--- src/rtl/sad_pkg.sv ---
// Shared definitions for sum-of-absolute-differences blocks: state encoding
// and the result-width function, so SAD arrays built later size identically.
package sad_pkg;

  localparam logic [0:0] ST_ACCUM = 1'b0;
  localparam logic [0:0] ST_HOLD  = 1'b1;

  // Narrowest result width that holds block_n * (2^data_w - 1) without wrap.
  function automatic int sad_width(input int data_w, input int block_n);
    return data_w + $clog2(block_n);
  endfunction

endpackage

--- src/rtl/abs_diff.sv ---
// Combinational unsigned absolute difference |a - b|.
// The subtraction is done one bit wider so the sign is always visible,
// and the magnitude then always fits back into DATA_W bits.
module abs_diff #(
  parameter int DATA_W = 8
) (
  input  logic [DATA_W-1:0] a,
  input  logic [DATA_W-1:0] b,
  output logic [DATA_W-1:0] mag
);

  logic [DATA_W:0] diff;
  logic [DATA_W:0] neg_diff;

  // Wide difference; negate when the sign bit shows b > a.
  always_comb begin
    diff     = {1'b0, a} - {1'b0, b};
    neg_diff = '0 - diff;
    mag      = diff[DATA_W] ? neg_diff[DATA_W-1:0] : diff[DATA_W-1:0];
  end

endmodule

--- src/rtl/sad_accumulator.sv ---
// Block SAD accumulator: sums |A-B| over BLOCK_N accepted pixel pairs, then
// holds the result until the consumer takes it. abort drops the current
// block (or pending result); reset drops everything.
module sad_accumulator
  import sad_pkg::*;
#(
  parameter int DATA_W  = 8,
  parameter int BLOCK_N = 16,
  parameter int SAD_W   = sad_width(DATA_W, BLOCK_N)
) (
  input  logic                       clk,
  input  logic                       reset,
  input  logic                       in_valid,
  output logic                       in_ready,
  input  logic [DATA_W-1:0]          A_data,
  input  logic [DATA_W-1:0]          B_data,
  input  logic                       abort,
  output logic [SAD_W-1:0]           sad_out,
  output logic                       out_valid,
  input  logic                       out_ready,
  output logic [$clog2(BLOCK_N)-1:0] pair_count
);

  localparam int CNT_W = $clog2(BLOCK_N);
  localparam logic [CNT_W-1:0] LAST_PAIR = CNT_W'(BLOCK_N - 1);

  // A narrow result width would silently wrap, so refuse to build it.
  if (SAD_W < sad_width(DATA_W, BLOCK_N)) begin : g_bad_sad_w
    $error("sad_accumulator: SAD_W too small for DATA_W/BLOCK_N");
  end
  if (BLOCK_N < 2 || (BLOCK_N & (BLOCK_N - 1)) != 0) begin : g_bad_block_n
    $error("sad_accumulator: BLOCK_N must be a power of two >= 2");
  end

  logic [0:0]        state;
  logic [SAD_W-1:0]  acc;
  logic [DATA_W-1:0] term;
  logic [SAD_W-1:0]  sum;

  abs_diff #(.DATA_W(DATA_W)) u_abs_diff (
    .a   (A_data),
    .b   (B_data),
    .mag (term)
  );

  // Handshake outputs depend only on state, so in_valid never reaches in_ready.
  always_comb begin
    in_ready  = (state == ST_ACCUM);
    out_valid = (state == ST_HOLD);
    sum       = acc + SAD_W'(term);
  end

  // All state: reset first, then abort, then pair acceptance / result handoff.
  always_ff @(posedge clk) begin
    if (reset) begin
      state      <= ST_ACCUM;
      acc        <= '0;
      pair_count <= '0;
      sad_out    <= '0;
    end else begin
      case (state)
        ST_ACCUM: begin
          if (abort) begin
            acc        <= '0;
            pair_count <= '0;
          end else if (in_valid) begin
            if (pair_count == LAST_PAIR) begin
              sad_out    <= sum;
              acc        <= '0;
              pair_count <= '0;
              state      <= ST_HOLD;
            end else begin
              acc        <= sum;
              pair_count <= pair_count + 1'b1;
            end
          end
        end
        default: begin
          if (abort || out_ready) begin
            state <= ST_ACCUM;
          end
        end
      endcase
    end
  end

endmodule
--- config.mk ---
export PLATFORM = sky130hd
export DESIGN_NAME = sad_accumulator
export DESIGN_NICKNAME = d
export VERILOG_FILES = /design/src/rtl/sad_pkg.sv /design/src/rtl/abs_diff.sv /design/src/rtl/sad_accumulator.sv
export SDC_FILE = /design/constraint.sdc
export NUM_CORES = 1
export LEC_CHECK = 0
export CAP_MARGIN = 30
export CORE_UTILIZATION = 30
export CTS_CLUSTER_SIZE = 24
export DETAILED_ROUTE_END_ITERATION = 16
export MAX_ROUTING_LAYER = met4
export PLACE_DENSITY = 0.49
export SLEW_MARGIN = 40
export SYNTH_ARGS = -nofsm -noshare
export SYNTH_HDL_FRONTEND = slang
export SYNTH_SLANG_ARGS = --single-unit
--- constraint.sdc ---
create_clock -name clk -period 8.8 [get_ports clk]
set_input_delay 2.2 -clock clk [delete_from_list [all_inputs] [get_ports clk]]
set_output_delay 2.2 -clock clk [all_outputs]
set_load 0.05 [all_outputs]
======== Word level (Yosys, flattened, before mapping) ========
Cells that the tools add are included.
storage, ports and cells
  register bits after elaboration ......... 29
  input bits .............................. 21
  output and inout bits ................... 18
  logic and storage cells ................. 27
cells by class
  add/subtract/negate cells ............... 4
  eq/ne operators ......................... 1
  multiplexer cells ....................... 12
  bitwise operators ....................... 2
  reduce and logical (&&, ||, !) cells .... 4
operators by type and width
  operator                                          number
  2-to-1 mux 12 bit                                 3
  adder 12 x 8 -> 12 bit                            1
  2-to-1 mux 4 bit                                  3
  subtractor 8 x 8 -> 9 bit                         1
  2-to-1 mux 8 bit                                  1
  subtractor 1 x 8 -> 8 bit (first input constant)  1
  2-to-1 mux 1 bit                                  5
  adder 4 x 1 -> 4 bit (second input constant)      1
  == test 4 bit (second input constant)             1
  AND reduction 4 bit                               1
  inverter 1 bit                                    2
  AND reduction 2 bit                               1
  nonzero test 2 bit                                1
  logical OR 1 bit                                  1

======== Longest topological paths before layout ========
Gate-level depths: netlist of run 1.
  depth in word-level cells ............... 7
  gate-level depth with buffers ........... 15

======== By module ========
Synthesis of run 1 repeated with hierarchy kept, for this count alone.
unflattened totals
  cell total of the unflattened synthesis .. 253
  area, all modules ....................... 2,001.9 µm²
modules (own cells, without submodules)
  module           instances  cells an instance  area an instance (µm²)
  sad_accumulator  1          186                1,527.7
  abs_diff         1          67                 474.2

======== Worst setup path after synthesis of run 1 ========
No wires, ideal clock.
  kind .................................... input to register
  start point ............................. input port A_data[0]
  end point ............................... register sad_out[8]
  library setup time ...................... 0.096 ns
  arrival ................................. 5.437 ns
  data required time ...................... 8.704 ns
  slack ................................... 3.267 ns
  stages .................................. 14
  path buffers ............................ 0
  cells stage by stage .................... inv_1 > ha_1 > inv_1 > fa_1 > a21o_2 > a221oi_2 > o2bb2ai_1 > o21ai_0 > fa_1 > a211o_1 > a2111oi_1 > o21bai_1 > and2_1 > o41ai_2
on the way
  cells in the longest elaborated chain, start to end .. 4
RTL lines
  element                      RTL line               RTL
  start, declared              sad_accumulator.sv:15  input logic [DATA_W-1:0] A_data,
  subtractor 8 x 8 -> 9 bit *  abs_diff.sv:17         diff = {1'b0, a} - {1'b0, b};
  subtractor 1 x 8 -> 8 bit    abs_diff.sv:18         neg_diff = '0 - diff;
  2-to-1 mux 8 bit *           abs_diff.sv:19         mag = diff[DATA_W] ? neg_diff[DATA_W-1:0] : diff[DATA_W-1:0];
  adder 12 x 8 -> 12 bit *     sad_accumulator.sv:50  sum = acc + SAD_W'(term);
  end signal, assigned         sad_accumulator.sv:68  sad_out <= sum;
  end, declared                sad_accumulator.sv:18  output logic [SAD_W-1:0] sad_out,
Every way passes the cells marked *; elsewhere a longest branch is shown, timed or not.
A chain may end at the register's enable or synchronous reset.

======== Final worst setup path of run 1 ========
  start point ............................. input port B_data[0]
  end point ............................... register sad_out[8]
on the way
  cells in the longest elaborated chain, start to end .. 4
RTL lines
  element                      RTL line               RTL
  start, declared              sad_accumulator.sv:16  input logic [DATA_W-1:0] B_data,
  subtractor 8 x 8 -> 9 bit *  abs_diff.sv:17
  subtractor 1 x 8 -> 8 bit    abs_diff.sv:18
  2-to-1 mux 8 bit *           abs_diff.sv:19
  adder 12 x 8 -> 12 bit *     sad_accumulator.sv:50
Marks and branches as above.

==> results of run 1 <==
area by class of cell:
class	instances	area share
Multi-Input combinational cell	225	0.552
Sequential cell	29	0.207
Timing Repair Buffer	40	0.141
Tap cell	99	0.0442
Clock buffer	7	0.0343
Inverter	15	0.0201
Clock inverter	1	0.00178
power groups by stage:
stage | Combinational (W) | Sequential, W | Clock [W]
3_3_place_gp | 0.000178 | 0.000143 | 0
2_1_floorplan | 0.000137 | 0.000143 | 0
6_report | 0.000179 | 0.000140 | 0.000124
3_5_place_dp | 0.000177 | 0.000143 | 0
5_1_grt | 0.000200 | 0.000141 | 0.000133
4_1_cts | 0.000179 | 0.000140 | 0.000128
routing by layer:
layer / vias to the layer above / GRT usage / share of wire
met1: 980 / 0.215 / 0.52
met3: 5 / 0.0280 / 0.035
li1: 1100 / - / -
met5: - / - / 0
met2: 43 / 0.234 / 0.44
met4: 0 / 0.0440 / 0.011
per-stage QoR:
stage	total power, W	std cells	setup WS [ns]	hold slack, ns
3_5_place_dp	0.000320	408	2.51	0.453
2_1_floorplan	0.000279	280	3.27	0.451
6_report	0.000443	416	2.79	0.456
4_1_cts	0.000447	416	2.77	0.462
3_3_place_gp	0.000320	408	2.63	0.447
5_1_grt	0.000474	416	2.44	0.490
worst max-delay path by stage:
stage,startpoint,to,slack [ns],cells after the start
4_1_cts,B_data[0],sad_out[8],2.77,14
3_5_place_dp,B_data[0],sad_out[8],2.51,14
5_1_grt,A_data[0],sad_out[10],2.44,15
6_report,B_data[0],sad_out[8],2.79,14
2_1_floorplan,A_data[0],sad_out[8],3.27,14
3_3_place_gp,B_data[0],sad_out[8],2.63,14
state kept, by name (all words and copies together), names as in the netlist:
name        count
pair_count      4
sad_out        12
acc            12
out_valid       1
kinds of logic after synthesis:
family,share of synthesized area
xor+xnor,0.0510
mux,0.0140
buf+inv,0.0482
fa+ha+maj,0.124
simple gates,0.230
compound gates,0.273
flops,0.260
worst max-delay path, delay by kind of cell:
family | cells | cell delay (ns)
compound gates | 8 | 2.27
fa+ha+maj | 3 | 1.05
buf+inv | 2 | 0.51
simple gates | 1 | 0.20
cells in the mapped netlist, drive strengths merged (7+ instances only):
cell type  number
a21oi          22
nor2           28
o21a            7
xnor2          11
dfxtp          29
a21o           10
inv            15
o21ai          12
clkbuf          9
ha             19
nand3           7
nand2          26
==> results.md, run 1 <==
* Fraction of layout cells with a size suffix above 1 at 0.0631
* Syn_area_per_cell at 7.98 µm²
* DRT iter0 DRCs at 115
* Routed via count at 2128
* Hold/Removal Path Class: reg -> reg
* CTS clk-pin slew, worst paths at roughly 0.07 ns
* Crit share post-route at 0.683
* Final setup fails at 0
* Cell Area, Synth at between 0.002 and 0.0025 mm²
* IO Port Bufs at 38
* Clk sinks at 29
* Final ANT Viol Nets at 0
* R2r setup slk at 6.37 ns
* Final net count at 358
* Slew headroom at 0.545
* CTS buffer count at 5
* Initial antenna violation count at 0
* Post-DP HPWL at 4040 µm
* Post-layout min period at 6.01 ns
* Final instance area at 0.00281 mm²
* Most frequent CP cell: fa_1
* Clock share of power at 0.280
* Ys async rst share at 0
* Pwr Density at around 160 mW/mm²
* Setup crit end kind: flip-flop
* Vias per std cell at 5.12
* Num rows at 31
* Die W at 88.3 µm
* Initial Util at 0.310
* Psw at 0.000161 W
* Switch share at 0.363
* Reg2reg path depth at 7
* Data arrival time of the critical path at 6.20 ns
* Largest net degree at the start of global routing at 34
* Maximum operating frequency at 166 MHz
* N_diodes at 0
* Wirelength, routed at 5450 µm
* Worst hold start: sad_out[5]
* Sequential share of power at 0.316
* Setup TNS at 0 ns
* Fin. Hold Viols at 0
* GR Overflow Total at 0
* Startpoint Class: primary input
* WHS Path Cells at 2
* Crit-path cells: clkdlybuf4s50_1, ha_1, inv_1, fa_1, a21o_2, a221oi_2, o2bb2ai_1, o21ai_0, fa_1, a211o_1, a2111oi_1, o21bai_1, and2_1, o41ai_2
* Fin util at 0.389
* Die area at 0.00779 mm²
* Count of flip-flops with a built-in enable after synthesis at 0
* Max stage delay on crit path at around 0.5 ns
* Primary FF master, synth: dfxtp_1
* Comb pwr share at 0.404
* Crit Path Max Fanout at 8
* Post-route DRC at 0
* Post-CTS Hold Fix Bufs at 0
* # H-tree levels at 2
* WL per Instance at 13.1 µm
* Clock Latency Late Sink at 0.28 ns
* CTS resizes at 0
* Slowest cell on crit path: fa_1
* Global-route wire length before repair at a little over 9000 µm
* R2R Path Start: acc[0]
* CORE AREA at 0.00721 mm²
* Register area at 581 µm²
* Pre-antenna DRT Iters at 5
* Tot GR Track Use at 0.156
* Dpl cell area at 0.00270 mm²
* Netlist cell types at 56
* Worst R2R End: sad_out[8]
* Clk buf depth at 2
* Number of I/O pins at 39
* Postcts setup bufs at 0
* Filler Cell Count at 778
* Vias in the first global route at 1890
* Top post-synthesis cells by area: dfxtp_1, ha_1, a21oi_1
* CP required at 8.99 ns
* LEAKAGE at 1.13 nW
* Setup CP Type: in -> reg
* Outcome: completed
* Root Driver: clkbuf_8
* Placer Congestion at roughly 0.78
* Synth Warn # at 0
* Area Overhead vs Synth at 25.6%
* Synthesized flop and latch total at 29
* Synth area leader: dfxtp_1
* Max-cap violations at 0
* Commonest non-fill, non-tap cells in the layout: clkdlybuf4s50_1, dfxtp_1, nor2_1
* Pins Over Slew Limit at 0
* Maximum vdd drop at between 0.06 and 0.07 mV
* Syn Nets at 322
* Hold Path Sink: sad_out[5]
* Int Pwr at 0.000282 W
* TritonCTS clock tree: built
* Post-synthesis cell count at 280
* Die height at 88.3 µm
* Top-area cell type share of the netlist area at 0.260
* Register area share after synthesis at 0.260
* Commonest non-fill, non-tap cell in the layout: clkdlybuf4s50_1
* Worst Skew at ~0.0067 ns
* Worst-margin pin slew at about 0.68 ns
* RSZ-0062 raised after global routing: false
* Area of the multi-input gates at 0.00155 mm²
No activity file was read; power rests on OpenSTA's default activity.
==> run 2, diff against run 1 <==
==> constraint.sdc (replaced) <==
create_clock -name clk -period 6.1 [get_ports clk]
set_input_delay 1.525 -clock clk [delete_from_list [all_inputs] [get_ports clk]]
set_output_delay 1.525 -clock clk [all_outputs]
set_load 0.05 [all_outputs]
==> run 2 against run 1 <==
  * Cell count stayed put
  * Sequential power is 44% higher
  * Register-to-register slack worse by 2.7 ns
  * Die area stayed put
  * Largest power group unchanged
  * Critical path depth stayed put
  * Core utilization is 0.26 points lower
  * Sequential share of layout area is 0.14 points higher
  * First-iteration DRC count is 27% higher
  * Largest cell class unchanged
  * Cell area is 0.67% lower
  * Via count is 1.9% lower
  * Setup slack worse by 2.0 ns
  * Clock power is 23% higher
  * Highest routed layer unchanged
==> results.md, run 2 (synthesis results as in run 1) <==
* Clk sinks at 29 (unchanged)
* Crit-path cells: clkdlybuf4s50_1, ha_1, inv_1, fa_1, a21o_2, a221oi_2, o2bb2ai_1, o21ai_0, fa_1, a211o_1, a2111oi_1, o21bai_1, and2_1, o41ai_2 (unchanged)
* Fin. Hold Viols at 0 (unchanged)
* Fraction of layout cells with a size suffix above 1 at 0.0599 (was 0.0631)
* CTS buffer count at 5 (unchanged)
* Setup CP Type: in -> reg (unchanged)
* Post-CTS Hold Fix Bufs at 0 (unchanged)
* Crit share post-route at 0.871
* Die height at 88.3 µm (unchanged)
* Dpl cell area at 0.00270 mm² (unchanged)
* Number of I/O pins at 39 (unchanged)
* Area Overhead vs Synth at 24.8% (was 25.6%)
* Worst-margin pin slew at 0.686 ns (was 0.681 ns)
* TritonCTS clock tree: built (unchanged)
* CP required at 6.29 ns (was 8.99 ns)
* Data arrival time of the critical path at 5.50 ns (was 6.20 ns)
* Final ANT Viol Nets at 0 (unchanged)
* Pwr Density at 220 mW/mm² (was 158 mW/mm²)
* Num rows at 31 (unchanged)
* Setup TNS at 0 ns (unchanged)
* Worst Skew at 0.00413 ns (was 0.00666 ns)
* CTS clk-pin slew, worst paths at 0.07 ns (about the same)
* Placer Congestion at 0.778 (about the same)
* Cell family with most CP delay: compound AO/OA/AOI/OAI gates (unchanged)
* Vias per std cell at 5.02 (was 5.12)
* Slowest cell on crit path: fa_1 (unchanged)
* LEAKAGE at 1.12 nW (was 1.13 nW)
* Commonest non-fill, non-tap cells in the layout: clkdlybuf4s50_1, dfxtp_1, nor2_1 (unchanged)
* Tot GR Track Use at 0.149 (was 0.156)
* CORE AREA at 0.00721 mm² (unchanged)
* Root Driver: clkbuf_8 (unchanged)
* Max stage delay on crit path at 0.49 ns (was 0.51 ns)
* Global-route wire length before repair at 8770 µm (was 9180 µm)
* Max-cap violations at 0 (unchanged)
* Initial Util at 0.310 (unchanged)
* Die W at 88.3 µm (unchanged)
* Final setup fails at 0 (unchanged)
* Vias in the first global route at 1864 (was 1890)
* Critical path buffer and inverter count at 2 (unchanged)
* Clk buf depth at 2 (unchanged)
* Setup crit end kind: flip-flop (unchanged)
* Slew headroom at 0.542 (was 0.545)
* Top Registers: acc x12, sad_out x12, pair_count x4 (unchanged)
* Postcts setup bufs at 0 (unchanged)
* CTS resizes at 0 (unchanged)
* # H-tree levels at 2 (unchanged)
* Post-DP HPWL at 3970 µm (was 4040 µm)
* Final instance area at 0.00279 mm² (was 0.00281 mm²)
* Most frequent CP cell: fa_1 (unchanged)
* Initial antenna violation count at 0 (unchanged)
* Commonest non-fill, non-tap cell in the layout: clkdlybuf4s50_1 (unchanged)
* Maximum vdd drop at 0.0814 mV (was 0.0609 mV)
* Maximum operating frequency at 188 MHz
* Final net count at 358 (unchanged)
* Crit Path Max Fanout at 8 (unchanged)
* Hold/Removal Path Class: reg -> reg (unchanged)
* GR Overflow Total at 0 (unchanged)
* Pre-antenna DRT Iters at 4 (was 5)
* Post-layout min period at 5.32 ns
* Routed via count at 2088 (was 2128)
* Post-route DRC at 0 (unchanged)
* Largest net degree at the start of global routing at 34 (unchanged)
* IO Port Bufs at 38 (unchanged)
* Outcome: completed (unchanged)
* RSZ-0062 raised after global routing: false (unchanged)
* WL per Instance at 12.7 µm (was 13.1 µm)
* DRT iter0 DRCs at 146 (was 115)
* Wirelength, routed at 5300 µm (was 5450 µm)
* Clock Latency Late Sink at 0.28 ns (about the same)
* Startpoint Class: primary input (unchanged)
* Pins Over Slew Limit at 0 (unchanged)
* Die area at 0.00779 mm² (unchanged)
* N_diodes at 0 (unchanged)
==> run 2: worst paths after layout <==
path / startpoint / endpoint / cells after the start / slack [ns]
worst max register to register: acc[0] / sad_out[8] / 7 / 3.70
worst min register to register: sad_out[5] / sad_out[5] / 2 / 0.46
worst min-delay path: sad_out[5] / sad_out[5] / 2 / 0.46
worst max-delay path: B_data[0] / sad_out[8] / 14 / 0.78
==> run 2: routing by layer <==
| layer | GRT usage | part of all wire |
|---|---|---|
| met2 | 0.217 | 0.42 |
| met5 | - | 0 |
| met4 | 0.0543 | 0.014 |
| met3 | 0.0280 | 0.033 |
| met1 | 0.204 | 0.53 |
==> run 2: layout make-up <==
| cell class | count | area, µm² |
|---|---|---|
| timing repair buffer | 40 | 395 |
| fill | 764 | 4430 |
| clock inverter | 2 | 10.0 |
| clock buffer | 6 | 72.6 |
| multi-input combinational | 225 | 1550 |
| sequential | 29 | 581 |
| inverter | 15 | 56.3 |
| tap | 99 | 124 |
==> run 2: power breakdown <==
group,switching (W),internal [W],leakage (nW)
Clock,0.0000744,0.0000789,0.0450
Sequential,0.00000570,0.000196,0.234
Combinational,0.000148,0.000109,0.845
Total,0.000229,0.000384,1.12
==> run 2: tightest hold or removal path, delay by kind of cell (launching register included) <==
kind	cells	cell delay (ns)
AO/OA/AOI/OAI	1	0.05
flip-flops	1	0.31
AND/OR/NAND/NOR	1	0.05
==> run 2: through the flow <==
| stage | util | hold WS, ns | setup slack, ns | total power [W] | std cells |
|---|---|---|---|---|---|
| final | 0.386 | 0.456 | 0.785 | 0.000612 | 416 |
| after global routing | 0.386 | 0.486 | 0.461 | 0.000657 | 416 |
| after CTS | 0.386 | 0.463 | 0.789 | 0.000618 | 416 |
| after detailed placement | 0.375 | 0.454 | 0.483 | 0.000461 | 408 |
| after global placement | 0.374 | 0.447 | 0.608 | 0.000462 | 408 |
| after floorplan | - | 0.451 | 1.24 | 0.000403 | 280 |
